===== src/rtl/miriscv_mem_resp_queue.sv =====
// miriscv_mem_resp_queue: M-stage memory-data stage with an in-order response queue.
//
// Tracks up to OUTST data-memory requests in flight. Responses that arrive before their
// load reaches M are buffered. A response that arrives in the same cycle the load retires
// is forwarded directly. Load data is aligned and sign- or zero-extended to XLEN. A kill
// flushes the queue; responses still owed for flushed requests are counted and discarded.
//
// Ports:
//   clk_i, arst_i            clock, asynchronous active-high reset
//   issue_*                  request accepted by memory (size code, low address bits)
//   issue_ready_o            room for another request (registered state only)
//   data_rvalid_i/rdata_i    in-order memory responses, one per issued request
//   cu_stall_mp_i/kill_mp_i  M-stage stall and kill from the control unit
//   m_*                      M-stage instruction info and ALU/MDU results
//   mp_*                     writeback port, stall request, misaligned-load flag
//
// Size codes: BYTE=0 HALF=1 WORD=2 DOUBLE=3 UBYTE=4 UHALF=5 UWORD=6.
// Writeback source codes: ALU_DATA=0 MDU_DATA=1 LSU_DATA=2.
module miriscv_mem_resp_queue #(
  parameter int unsigned XLEN         = 32,
  parameter int unsigned OUTST        = 2,
  parameter int unsigned MEM_ACCESS_W = 3,
  parameter int unsigned GPR_ADDR_W   = 5,
  parameter int unsigned WB_SRC_W     = 2
) (
  input  logic                       clk_i,
  input  logic                       arst_i,
  input  logic                       issue_i,
  input  logic [MEM_ACCESS_W-1:0]    issue_size_i,
  input  logic [$clog2(XLEN/8)-1:0]  issue_off_i,
  output logic                       issue_ready_o,
  input  logic                       data_rvalid_i,
  input  logic [XLEN-1:0]            data_rdata_i,
  input  logic                       cu_stall_mp_i,
  input  logic                       cu_kill_mp_i,
  input  logic                       m_valid_i,
  input  logic                       m_mem_req_i,
  input  logic                       m_gpr_wr_en_i,
  input  logic [GPR_ADDR_W-1:0]      m_gpr_wr_addr_i,
  input  logic [WB_SRC_W-1:0]        m_gpr_src_sel_i,
  input  logic [XLEN-1:0]            m_alu_result_i,
  input  logic [XLEN-1:0]            m_mdu_result_i,
  output logic                       mp_valid_o,
  output logic                       mp_gpr_wr_en_o,
  output logic [GPR_ADDR_W-1:0]      mp_gpr_wr_addr_o,
  output logic [XLEN-1:0]            mp_gpr_wr_data_o,
  output logic                       mp_stall_req_o,
  output logic                       mp_misaligned_o
);

  localparam int unsigned OFF_W = $clog2(XLEN / 8);
  localparam int unsigned PTR_W = (OUTST > 1) ? $clog2(OUTST) : 1;
  localparam int unsigned CNT_W = $clog2(OUTST + 1);

  localparam logic [MEM_ACCESS_W-1:0] SzByte   = MEM_ACCESS_W'(0);
  localparam logic [MEM_ACCESS_W-1:0] SzHalf   = MEM_ACCESS_W'(1);
  localparam logic [MEM_ACCESS_W-1:0] SzWord   = MEM_ACCESS_W'(2);
  localparam logic [MEM_ACCESS_W-1:0] SzDouble = MEM_ACCESS_W'(3);
  localparam logic [MEM_ACCESS_W-1:0] SzUbyte  = MEM_ACCESS_W'(4);
  localparam logic [MEM_ACCESS_W-1:0] SzUhalf  = MEM_ACCESS_W'(5);
  localparam logic [MEM_ACCESS_W-1:0] SzUword  = MEM_ACCESS_W'(6);

  localparam logic [WB_SRC_W-1:0] MduData = WB_SRC_W'(1);
  localparam logic [WB_SRC_W-1:0] LsuData = WB_SRC_W'(2);

  logic [MEM_ACCESS_W-1:0] size_q [OUTST];
  logic [OFF_W-1:0]        off_q  [OUTST];
  logic [XLEN-1:0]         data_q [OUTST];
  logic [OUTST-1:0]        dv_q, dv_d;

  logic [PTR_W-1:0] wr_ptr_q, wr_ptr_d;
  logic [PTR_W-1:0] rs_ptr_q, rs_ptr_d;
  logic [PTR_W-1:0] rd_ptr_q, rd_ptr_d;
  logic [CNT_W-1:0] occ_q, occ_d;
  logic [CNT_W-1:0] drop_q, drop_d;

  logic                    rsp_store;
  logic                    head_dv;
  logic                    avail;
  logic                    retire;
  logic [XLEN-1:0]         head_data;
  logic [MEM_ACCESS_W-1:0] head_size;
  logic [OFF_W-1:0]        head_off;
  logic [XLEN-1:0]         head_sh;
  logic [XLEN-1:0]         ld_data;
  logic                    ld_ok;
  logic [CNT_W:0]          occ_plus_drop;
  int                      occ_n;
  int                      drop_n;

  function automatic logic [PTR_W-1:0] ptr_inc(input logic [PTR_W-1:0] p);
    return (int'(p) == int'(OUTST) - 1) ? '0 : p + 1'b1;
  endfunction

  // A response only lands in the queue when no flushed request is still owed one.
  assign rsp_store = data_rvalid_i & (drop_q == '0);

  assign head_dv   = dv_q[rd_ptr_q];
  // Same-cycle bypass: the response being written is the one the head is waiting for.
  assign avail     = head_dv | (rsp_store & (rs_ptr_q == rd_ptr_q) & (occ_q != '0));
  assign head_data = head_dv ? data_q[rd_ptr_q] : data_rdata_i;
  assign head_size = size_q[rd_ptr_q];
  assign head_off  = off_q[rd_ptr_q];
  assign head_sh   = head_data >> {head_off, 3'b000};

  assign retire = m_valid_i & m_mem_req_i & avail & ~cu_stall_mp_i & ~cu_kill_mp_i;

  assign occ_plus_drop = {1'b0, occ_q} + {1'b0, drop_q};
  assign issue_ready_o = occ_plus_drop < (CNT_W + 1)'(OUTST);

  // Load alignment and extension.
  always_comb begin
    ld_ok   = 1'b1;
    ld_data = '0;
    case (head_size)
      SzByte:  ld_data = XLEN'($signed(head_sh[7:0]));
      SzUbyte: ld_data = XLEN'(head_sh[7:0]);
      SzHalf: begin
        if (!head_off[0]) ld_data = XLEN'($signed(head_sh[15:0]));
        else              ld_ok = 1'b0;
      end
      SzUhalf: begin
        if (!head_off[0]) ld_data = XLEN'(head_sh[15:0]);
        else              ld_ok = 1'b0;
      end
      SzWord: begin
        if (head_off[1:0] == 2'b00) ld_data = XLEN'($signed(head_sh[31:0]));
        else                        ld_ok = 1'b0;
      end
      SzUword: begin
        if (XLEN == 64 && head_off[1:0] == 2'b00) ld_data = XLEN'(head_sh[31:0]);
        else                                      ld_ok = 1'b0;
      end
      SzDouble: begin
        if (XLEN == 64 && head_off == '0) ld_data = head_sh;
        else                              ld_ok = 1'b0;
      end
      default: ld_ok = 1'b0;
    endcase
  end

  // Writeback and stall outputs.
  assign mp_valid_o       = m_valid_i;
  assign mp_stall_req_o   = m_valid_i & m_mem_req_i & ~cu_kill_mp_i & ~avail;
  assign mp_gpr_wr_en_o   = m_gpr_wr_en_i & m_valid_i & ~cu_stall_mp_i & ~mp_stall_req_o;
  assign mp_gpr_wr_addr_o = m_gpr_wr_addr_i;
  assign mp_misaligned_o  = ~ld_ok & avail & m_mem_req_i & m_valid_i;

  always_comb begin
    if (m_gpr_src_sel_i == LsuData)      mp_gpr_wr_data_o = ld_data;
    else if (m_gpr_src_sel_i == MduData) mp_gpr_wr_data_o = m_mdu_result_i;
    else                                 mp_gpr_wr_data_o = m_alu_result_i;
  end

  // Next-state for pointers, counters and data-valid flags.
  always_comb begin
    wr_ptr_d = issue_i   ? ptr_inc(wr_ptr_q) : wr_ptr_q;
    rs_ptr_d = rsp_store ? ptr_inc(rs_ptr_q) : rs_ptr_q;
    rd_ptr_d = retire    ? ptr_inc(rd_ptr_q) : rd_ptr_q;
    occ_n    = int'(occ_q) + int'(issue_i) - int'(retire);
    drop_n   = int'(drop_q) - int'(data_rvalid_i && drop_q != '0);

    dv_d = dv_q;
    if (issue_i)   dv_d[wr_ptr_q] = 1'b0;
    if (rsp_store) dv_d[rs_ptr_q] = 1'b1;
    if (retire)    dv_d[rd_ptr_q] = 1'b0;

    if (cu_kill_mp_i) begin
      // Every request without a response yet, plus one issued now, still owes a response.
      // A response arriving now settles one of those debts against the pre-flush state.
      drop_n   = int'(drop_q) + (int'(occ_q) - $countones(dv_q)) + int'(issue_i)
               - int'(data_rvalid_i);
      occ_n    = 0;
      dv_d     = '0;
      rd_ptr_d = wr_ptr_d;
      rs_ptr_d = wr_ptr_d;
    end

    occ_d  = CNT_W'(occ_n);
    drop_d = CNT_W'(drop_n);
  end

  always_ff @(posedge clk_i or posedge arst_i) begin
    if (arst_i) begin
      wr_ptr_q <= '0;
      rs_ptr_q <= '0;
      rd_ptr_q <= '0;
      occ_q    <= '0;
      drop_q   <= '0;
      dv_q     <= '0;
      for (int i = 0; i < int'(OUTST); i++) begin
        size_q[i] <= '0;
        off_q[i]  <= '0;
        data_q[i] <= '0;
      end
    end else begin
      wr_ptr_q <= wr_ptr_d;
      rs_ptr_q <= rs_ptr_d;
      rd_ptr_q <= rd_ptr_d;
      occ_q    <= occ_d;
      drop_q   <= drop_d;
      dv_q     <= dv_d;
      if (issue_i) begin
        size_q[wr_ptr_q] <= issue_size_i;
        off_q[wr_ptr_q]  <= issue_off_i;
      end
      if (rsp_store) data_q[rs_ptr_q] <= data_rdata_i;
    end
  end

  a_issue_when_ready: assert property (@(posedge clk_i) disable iff (arst_i)
    issue_i |-> issue_ready_o);

  a_rsp_expected: assert property (@(posedge clk_i) disable iff (arst_i)
    data_rvalid_i |-> (occ_q != '0 || drop_q != '0));

endmodule


===== config.mk =====
export PLATFORM = sky130hd
export DESIGN_NAME = miriscv_mem_resp_queue
export DESIGN_NICKNAME = d
export VERILOG_FILES = /design/src/rtl/miriscv_mem_resp_queue.sv
export SDC_FILE = /design/constraint.sdc
export NUM_CORES = 1
export LEC_CHECK = 0
export CORE_MARGIN = 2
export CORE_UTILIZATION = 35
export CTS_BUF_LIST = sky130_fd_sc_hd__clkbuf_8
export DETAILED_ROUTE_END_ITERATION = 12
export PLACE_DENSITY = 0.66
export SYNTH_ARGS = -nofsm -noshare
export SYNTH_HDL_FRONTEND = slang
export SYNTH_SLANG_ARGS = --single-unit

===== constraint.sdc =====
create_clock -name clk_i -period 5.51 [get_ports clk_i]
set_input_delay 1.102 -clock clk_i [delete_from_list [all_inputs] [get_ports clk_i]]
set_output_delay 1.102 -clock clk_i [all_outputs]
set_load 0.05 [all_outputs]

Word-level counts from Yosys, hierarchy flattened
Cells that the tools add are included.
- add/subtract/negate cells: 12
- $lt $le $gt $ge: 12
- equality and inequality tests: 7
- shifts and indexed selects: 1
- multiplexer cells: 50
- bitwise logic cells: 29
- reduce and logical (&&, ||, !) cells: 15
- operators with widths (kind ; number):
    $mux W32 ; 9
    $pmux W32 S5 ; 1
    $bwmux W64 ; 1
    $demux W32 S1 ; 1
    $shr A32 B5 Y32 ; 1
    $mux W2 ; 10
    $mux W16 ; 1
    $and A1 B1 Y1 ; 15
    $mux W1 ; 15
    $mux W3 ; 4
    $reduce_bool A2 Y1 ; 4
    $bwmux W6 ; 1
    $eq A3 B3 Y1 const B ; 2
    $ge A2 B2 Y1 const B ; 3
    $logic_and A1 B1 Y1 ; 6
    $lt A1 B2 Y1 const B ; 3
    $not A1 Y2 ; 3
    $not A1 Y1 ; 5
    $add A2 B2 Y2 ; 2
    $and A2 B2 Y2 ; 2
    $bwmux W4 ; 1
    $logic_not A2 Y1 ; 2
    $lt A2 B1 Y1 const B ; 2
    $not A2 Y2 ; 2
    other kinds (21) ; 30
- bits in registers: 83
- bits of input ports: 117
- output and inout port bits: 42
- logic and storage cells: 138

Depth between registers and ports, before layout
Gate-level depths: netlist of run 1.
- word-level depth: 12
- mapped depth: 12
- depth with buffers taken out: 9

Worst setup path after synthesis of run 1
Ideal clock, no wire load.
- path type: input port to output port
- start: input port data_rvalid_i
- end: output port mp_misaligned_o
- arrival: 3.338 ns
- data required time: 4.408 ns
- slack: 1.070 ns
- stages on the path: 3
- buffers on the path: 0
- cells stage by stage: or3b_1 o31ai_2 nor4bb_1
- word-level cells in the longest chain between the ends: 7
- ends and longest elaborated chain (element ; RTL line ; source):
    start, declared ; 32 ; input logic data_rvalid_i,
    $and A1 B1 Y1 ; 96 ; assign rsp_store = data_rvalid_i & (drop_q == '0);
    $and A1 B1 Y1 (2 in series) ; 100 ; assign avail = head_dv | (rsp_store & (rs_ptr_q == rd_ptr_q) & (occ_q != '0));
    $or A1 B1 Y1 ; 100 ;
    $and A1 B1 Y1 (3 in series) ; 147 ; assign mp_misaligned_o = ~ld_ok & avail & m_mem_req_i & m_valid_i;
    end, declared ; 48 ; output logic mp_misaligned_o
No other way between the ends.

Worst setup path in the final report of run 1
- start: input port m_gpr_src_sel_i[1]
- end: output port mp_gpr_wr_data_o[5]
- word-level cells in the longest chain between the ends: 3
- elaborated cells on any way between the ends: 4
- classes of those cells: eq/ne: 2; mux: 2
- ends and longest elaborated chain (element ; RTL line ; source):
    start, declared ; 40 ; input logic [WB_SRC_W-1:0] m_gpr_src_sel_i,
    $eq A2 B1 Y1 ; 151 ; else if (m_gpr_src_sel_i == MduData) mp_gpr_wr_data_o = m_mdu_result_i;
    $mux W32 ; 151 ;
    $mux W32 (*) ; 150 ; if (m_gpr_src_sel_i == LsuData) mp_gpr_wr_data_o = ld_data;
    end, declared ; 46 ; output logic [XLEN-1:0] mp_gpr_wr_data_o,
Every way passes the cells marked *; elsewhere a longest branch is shown, timed or not.

==> run summary, run 1 <==
Status: complete, no violations
Die extent in y: 137 µm
Post-synth top area cell: dfrtp_1
Num CTS Buffers: 9
Initial DRC Count: 365
Clock Tree Root: clkbuf_8
Least-Margin Pin Slew: 1.10 ns
Clock sinks: 83
Detailed Routing Iterations Pass 1: 5
RSZ-0062 raised after global routing: no
Layout cells sized above 1: 25.8%
PwrDens: 483 nW/µm²
Post-Route Utilization: 47.3%
Total gr overflow: 0
Final critical-path required period: 4.84 ns
EDFF count, synth: 0
Leakage: 3.27 nW
Final Net Count: 834
CP max FO: 26
Final Cycle Share: 87.8%
Synth top area share: 33.8%
Final WL: 19,000 µm
Worst skew pair latency: 0.36 ns
Worst-path clk slew: 0.08 ns
Layout filler cell count: 1,568
Worst setup SP type: primary input
Detailed Place HPWL: 14,500 µm
Final setup violating endpoints: 0
Core Rows: 48
Die area: 18,600 µm²
GRT Util Overall: 20.2%
Met2 Use GR: 32.9%
Vias in the first global route: 5,256
IO Count: 159
Buffer count from post-CTS setup fixing: 0
Setup_tns: 0 ns
GRT busiest layer: met2
Die Wd: 137 µm
Cell area after technology mapping: 6150 µm²
First-pass GRT wire length: 29,000 µm
Hold_buf cts: 0
Met1 Usage GRT: 27.5%
CTS tree: built
Pin count of the biggest net entering global routing: 49
Area delta synth->final: 32.6%
Htree depth: 3
Syn Nets: 712
Cell variety after synth: 63
Starting Density: 35.7%
Seq/Total Area, Yosys: 33.8%
Port buffer count: 148
Internal reg-to-reg setup slack: 2.37 ns
Final Hold Viols: 0
Core footprint: 17,200 µm²
Drt drc: 0
Clock Tree Buf Depth: 2
Max-Slew Margin vs Limit: 26.5%
Peak Freq: 0.207 GHz
CP Capture Type: output pin
Wire per inst: 20.3 µm
Critical path type: in2out
Cts repair resizes: 0
Met3 usage: 2.59%
Vias: 5,278
Final instance area: 8150 µm²
Initial antenna violation count: 1
Type of the most critical hold path: reg2reg
Worst EP arrival: 3.74 ns
Yosys synthesis warning count: 0
Synth Flop Type: dfrtp_1
FFs w/ async S/R, synth: 100%
Routed Antenna Nets: 0
Area contributors post-synth: dfrtp_1, mux2_2, mux2i_1
RePlAce Congestion: 0.894
Peak VDD IR: 0.166 mV
#FFs+latches synth: 83
Synth Instances: 585
Max Slew Vio Count: 0
Fin Clk Skew: 0.0195 ns
Area after DPL: 7920 µm²
Vias/cell: 5.63
Worst Path Required: 4.41 ns
Max-cap violations: 0
Mean post-synth cell area: 10.5 µm²
## cell families after synthesis
| group | after synthesis | share of synthesized area, % |
|---|---|---|
| mux | 166 | 30.4 |
| flops | 83 | 33.8 |
| buf+inv | 62 | 5.82 |
| fa+ha+maj | 10 | 2.52 |
| simple gates | 148 | 11.9 |
| xor+xnor | 9 | 1.28 |
| compound gates | 107 | 14.2 |
## metrics by stage
| step | cells | total power [W] | hold slack (ns) | setup slack (ns) |
|---|---|---|---|---|
| after floorplan | 585 | 0.00278 | 0.473 | 1.07 |
| after global placement | 921 | 0.00337 | 0.481 | 0.921 |
| after detailed placement | 921 | 0.00345 | 0.490 | 0.816 |
| after CTS | 937 | 0.00395 | 0.509 | 0.742 |
| after global routing | 938 | 0.00418 | 0.520 | 0.493 |
| final | 938 | 0.00394 | 0.507 | 0.670 |
## critical path, stage by stage
cell,delay (ns)
clkdlybuf4s50_1,0.68
o311ai_4,0.41
nor4_2,0.82
a221oi_1,0.20
o21ai_0,0.30
buf_12,0.22
## state kept, by name, summed over array words and instances (netlist names)
register / flops
data_q: 64
occ_q: 2
size_q: 6
drop_q: 2
rd_ptr_q: 1
off_q: 4
dv_q: 2
rs_ptr_q: 1
wr_ptr_q: 1
## power breakdown
group	internal [W]	total (W)	leakage, nW	switching [W]
clock network	0.000269	0.000492	0.118	0.000224
registers	0.000905	0.00116	1.00	0.000260
logic	0.00110	0.00228	2.15	0.00118
total	0.00228	0.00394	3.27	0.00166
## layer usage
layer  vias up  routed length [µm]
met1      2609                8360
met3        34                1320
met5         -                   0
met2       210                8930
li1       2425                   -
met4         0                 428
## synthesized netlist by cell type, drive strengths merged (5+ instances only)
cell type and count:
dfrtp 83, a211oi 15, mux2i 67, inv 13
nand2 34, nor3 24, and3 8, a21oi 16
o221ai 23, o32ai 5, ha 6, mux2 95
o21ai 17, buf 31, clkbuf 18, a221oi 10
nor2 57, xnor2 5
## final cells by class
type	count	area [µm²]	share of cell area, %
Inverter	13	48.8	0.599
Timing Repair Buffer	160	1800	22.1
Tap cell	225	282	3.45
Clock buffer	10	138	1.69
Multi-Input combinational cell	440	3710	45.6
Antenna cell	1	2.50	0.0307
Sequential cell	83	2080	25.5
Clock inverter	6	86.3	1.06
## final timing paths
check,startpoint,to,cells after the start
worst max-delay path,m_gpr_src_sel_i[1],mp_gpr_wr_data_o[5],6
worst min-delay path,data_q[41]$_DFFE_PP0P_,data_q[41]$_DFFE_PP0P_,1
worst max register to register,dv_q[1]$_DFF_PP0_,drop_q[1]$_DFF_PP0_,8
worst min register to register,data_q[41]$_DFFE_PP0P_,data_q[41]$_DFFE_PP0P_,1
max in group asynchronous,arst_i,data_q[37]$_DFFE_PP0P_,3
min in group asynchronous,arst_i,drop_q[0]$_DFF_PP0_,2
## cell usage in the layout (no fill, tap or decap), types with 3 or more instances in the layout
cell / n
clkdlybuf4s50_1: 115
mux2_2: 92
dfrtp_1: 82
mux2i_1: 62
nor2_1: 55
nand2_1: 34
buf_12: 25
nor3_1: 23
o221ai_1: 23
buf_4: 19
a21oi_1: 16
o21ai_0: 15
a211oi_1: 14
inv_1: 13
a221oi_1: 10
clkbuf_8: 10
and3_1: 7
ha_1: 6
xnor2_1: 5
xor2_1: 4
nor2b_1: 4
and2_1: 4
mux2i_2: 4
mux4_2: 4
a2bb2oi_1: 4
o32ai_1: 4
fa_1: 4
mux2_4: 3
nand3_1: 3
No activity file was read; power rests on OpenSTA's default activity.
==> inputs of run 2 (changes only) <==
--- a/config.mk
+++ b/config.mk
@@ -7,7 +7,7 @@
 export LEC_CHECK = 0
 export CORE_MARGIN = 2
 export CORE_UTILIZATION = 35
-export CTS_BUF_LIST = sky130_fd_sc_hd__clkbuf_8
+export CTS_BUF_LIST = sky130_fd_sc_hd__clkbuf_4 sky130_fd_sc_hd__clkbuf_8
 export DETAILED_ROUTE_END_ITERATION = 12
 export PLACE_DENSITY = 0.66
 export SYNTH_ARGS = -nofsm -noshare
==> constraint.sdc (replaced) <==
create_clock -name clk_i -period 5.51 [get_ports clk_i]
set_input_delay 1.653 -clock clk_i [delete_from_list [all_inputs] [get_ports clk_i]]
set_output_delay 1.653 -clock clk_i [all_outputs]
set_load 0.05 [all_outputs]
==> run summary, run 2 (synthesis gave the netlist of run 1 again) <==
Max-Slew Margin vs Limit: 18.7% (-7.9 points)
GRT Util Overall: 21.6% (+1.4 points)
Core footprint: 17,200 µm² (unchanged)
RSZ-0062 raised after global routing: yes
Peak VDD IR: 0.208 mV (+25%)
Leakage: 3.44 nW (+5.2%)
CP Capture Type: output pin
RePlAce Congestion: 0.853 (-4.5%)
Largest reg by FF count: data_q
Starting Density: 35.7% (unchanged)
Port buffer count: 148 (unchanged)
Drt drc: 0 (unchanged)
CTS tree: built
Vias: 5,425 (+2.8%)
Detailed Routing Iterations Pass 1: 5 (unchanged)
Initial DRC Count: 435 (+19%)
Clock Tree Root: clkbuf_8
Vias/cell: 5.63 (+0.12%)
Area delta synth->final: 38.9%
Final Cycle Share: 98.7% (+11 points)
Initial antenna violation count: 0 (-1)
Type of the most critical hold path: reg2reg
Hold_ws: 0.506 ns (-0.00122 ns)
Htree depth: 3 (unchanged)
Routed Antenna Nets: 0 (unchanged)
Max Slew Vio Count: 0 (unchanged)
Final Total Pwr: 0.00411 W (+4.3%)
Worst EP arrival: 3.78 ns (+0.04 ns)
Max reg flops: 64 (unchanged)
Worst skew pair latency: 0.36 ns (about the same)
IO Count: 159 (unchanged)
Worst-path clk slew: 0.08 ns (about the same)
Final Net Count: 860 (+3.1%)
Fin cells: 963 (+2.7%)
Least-Margin Pin Slew: 1.21 ns (+0.108 ns)
Layout filler cell count: 1,517 (-3.3%)
Layout cells sized above 1: 30.4% (+4.5 points)
Die area: 18,600 µm² (unchanged)
Die Wd: 137 µm (unchanged)
Commonest non-fill, non-tap cells in the layout: clkdlybuf4s50_1, mux2_2, dfrtp_1
Final setup violating endpoints: 0 (unchanged)
Die extent in y: 137 µm (unchanged)
Top flop regs: data_q x64, size_q x6, off_q x4
PwrDens: 481 nW/µm² (-0.46%)
Wire per inst: 20.7 µm (+1.9%)
DP Cell Count: 939 (+2.0%)
Vias in the first global route: 5,678 (+8.0%)
Num CTS Buffers: 9 (unchanged)
Status: complete, no violations
Pin count of the biggest net entering global routing: 80 (+63%)
Commonest non-fill, non-tap cell in the layout: clkdlybuf4s50_1
Worst Path Required: 3.86 ns (-0.55 ns)
Total gr overflow: 0 (unchanged)
N_diodes: 0 (-1)
Peak Freq: 0.184 GHz (-11%)
Worst setup SP type: primary input
Detailed Place HPWL: 14,900 µm (+2.8%)
GRT busiest layer: met2
Core Rows: 48 (unchanged)
Final WL: 19,900 µm (+4.6%)
Final Hold Viols: 0 (unchanged)
Met1 Usage GRT: 28.1% (+0.53 points)
Critical path type: in2out
First-pass GRT wire length: 31,000 µm (+6.9%)
Clock Tree Buf Depth: 2 (unchanged)
Hold_buf cts: 0 (unchanged)
Final critical-path required period: 5.44 ns (+0.597 ns)
Max-cap violations: 0 (unchanged)
Clock sinks: 83 (unchanged)
Met3 usage: 3.81% (+1.2 points)
CP max FO: 5 (-81%)
Met2 Use GR: 36.3% (+3.3 points)
Fin Clk Skew: 0.00912 ns (-0.0103 ns)
[run 2: area by class of cell]
type / count / area (µm²) / share of cell area [%]
clock buffers: 10 / 131 / 1.54
clock inverters: 6 / 48.8 / 0.572
well taps: 225 / 282 / 3.30
inverters: 13 / 48.8 / 0.572
repair buffers: 183 / 2120 / 24.8
flip-flops and latches: 83 / 2080 / 24.3
multi-input cells: 443 / 3830 / 44.9
[run 2: timing repair]
action,in CTS,in global routing
cloned,3,0
setup buffers,5,0
pin swaps,4,0
endpoints found under the setup margin,21,4
hold endpoints to repair,0,0
resized for setup,12,3
[run 2: worst paths after layout]
path	startpoint	end	slack [ns]	cells past startpoint
min in group asynchronous	arst_i	occ_q[0]$_DFF_PP0_	1.47	2
max reg2reg	dv_q[1]$_DFF_PP0_	drop_q[1]$_DFF_PP0_	2.36	8
min	data_q[7]$_DFFE_PP0P_	data_q[7]$_DFFE_PP0P_	0.51	1
max	data_rdata_i[7]	mp_gpr_wr_data_o[31]	0.07	8
min reg2reg	data_q[7]$_DFFE_PP0P_	data_q[7]$_DFFE_PP0P_	0.51	1
max in group asynchronous	arst_i	rd_ptr_q$_DFFE_PP0P_	2.79	3
[run 2: where the power goes]
part,internal (W),switching [W],total (W)
registers,0.000905,0.000247,0.00115
clock network,0.000175,0.000237,0.000412
logic,0.00125,0.00130,0.00254
[run 2: layer usage]
layer / share of wire (%) / wire length (µm)
met2: 49 / 9710
met1: 42 / 8290
met5: 0 / 0
met3: 7.5 / 1500
met4: 2.1 / 411
[run 2: per-stage QoR]
step           util [%]  setup WS (ns)  setup TNS (ns)  instance area [µm²]
2_1_floorplan         -          0.131               0                 6150
3_3_place_gp       47.5         -0.101          -0.268                 8180
3_5_place_dp       47.5         -0.160           -1.99                 8180
4_1_cts            49.5         0.0655               0                 8530
5_1_grt            49.5       -0.00268        -0.00438                 8540
6_report           49.5         0.0736               0                 8540
[run 2: worst max-delay path, stage by stage]
cell and delay [ns]:
clkdlybuf4s50_1 0.53, a2111oi_4 0.38, buf_4 0.23, o32ai_4 0.13
buf_12 0.22, nor3_1 0.29, o221ai_2 0.16, buf_12 0.17
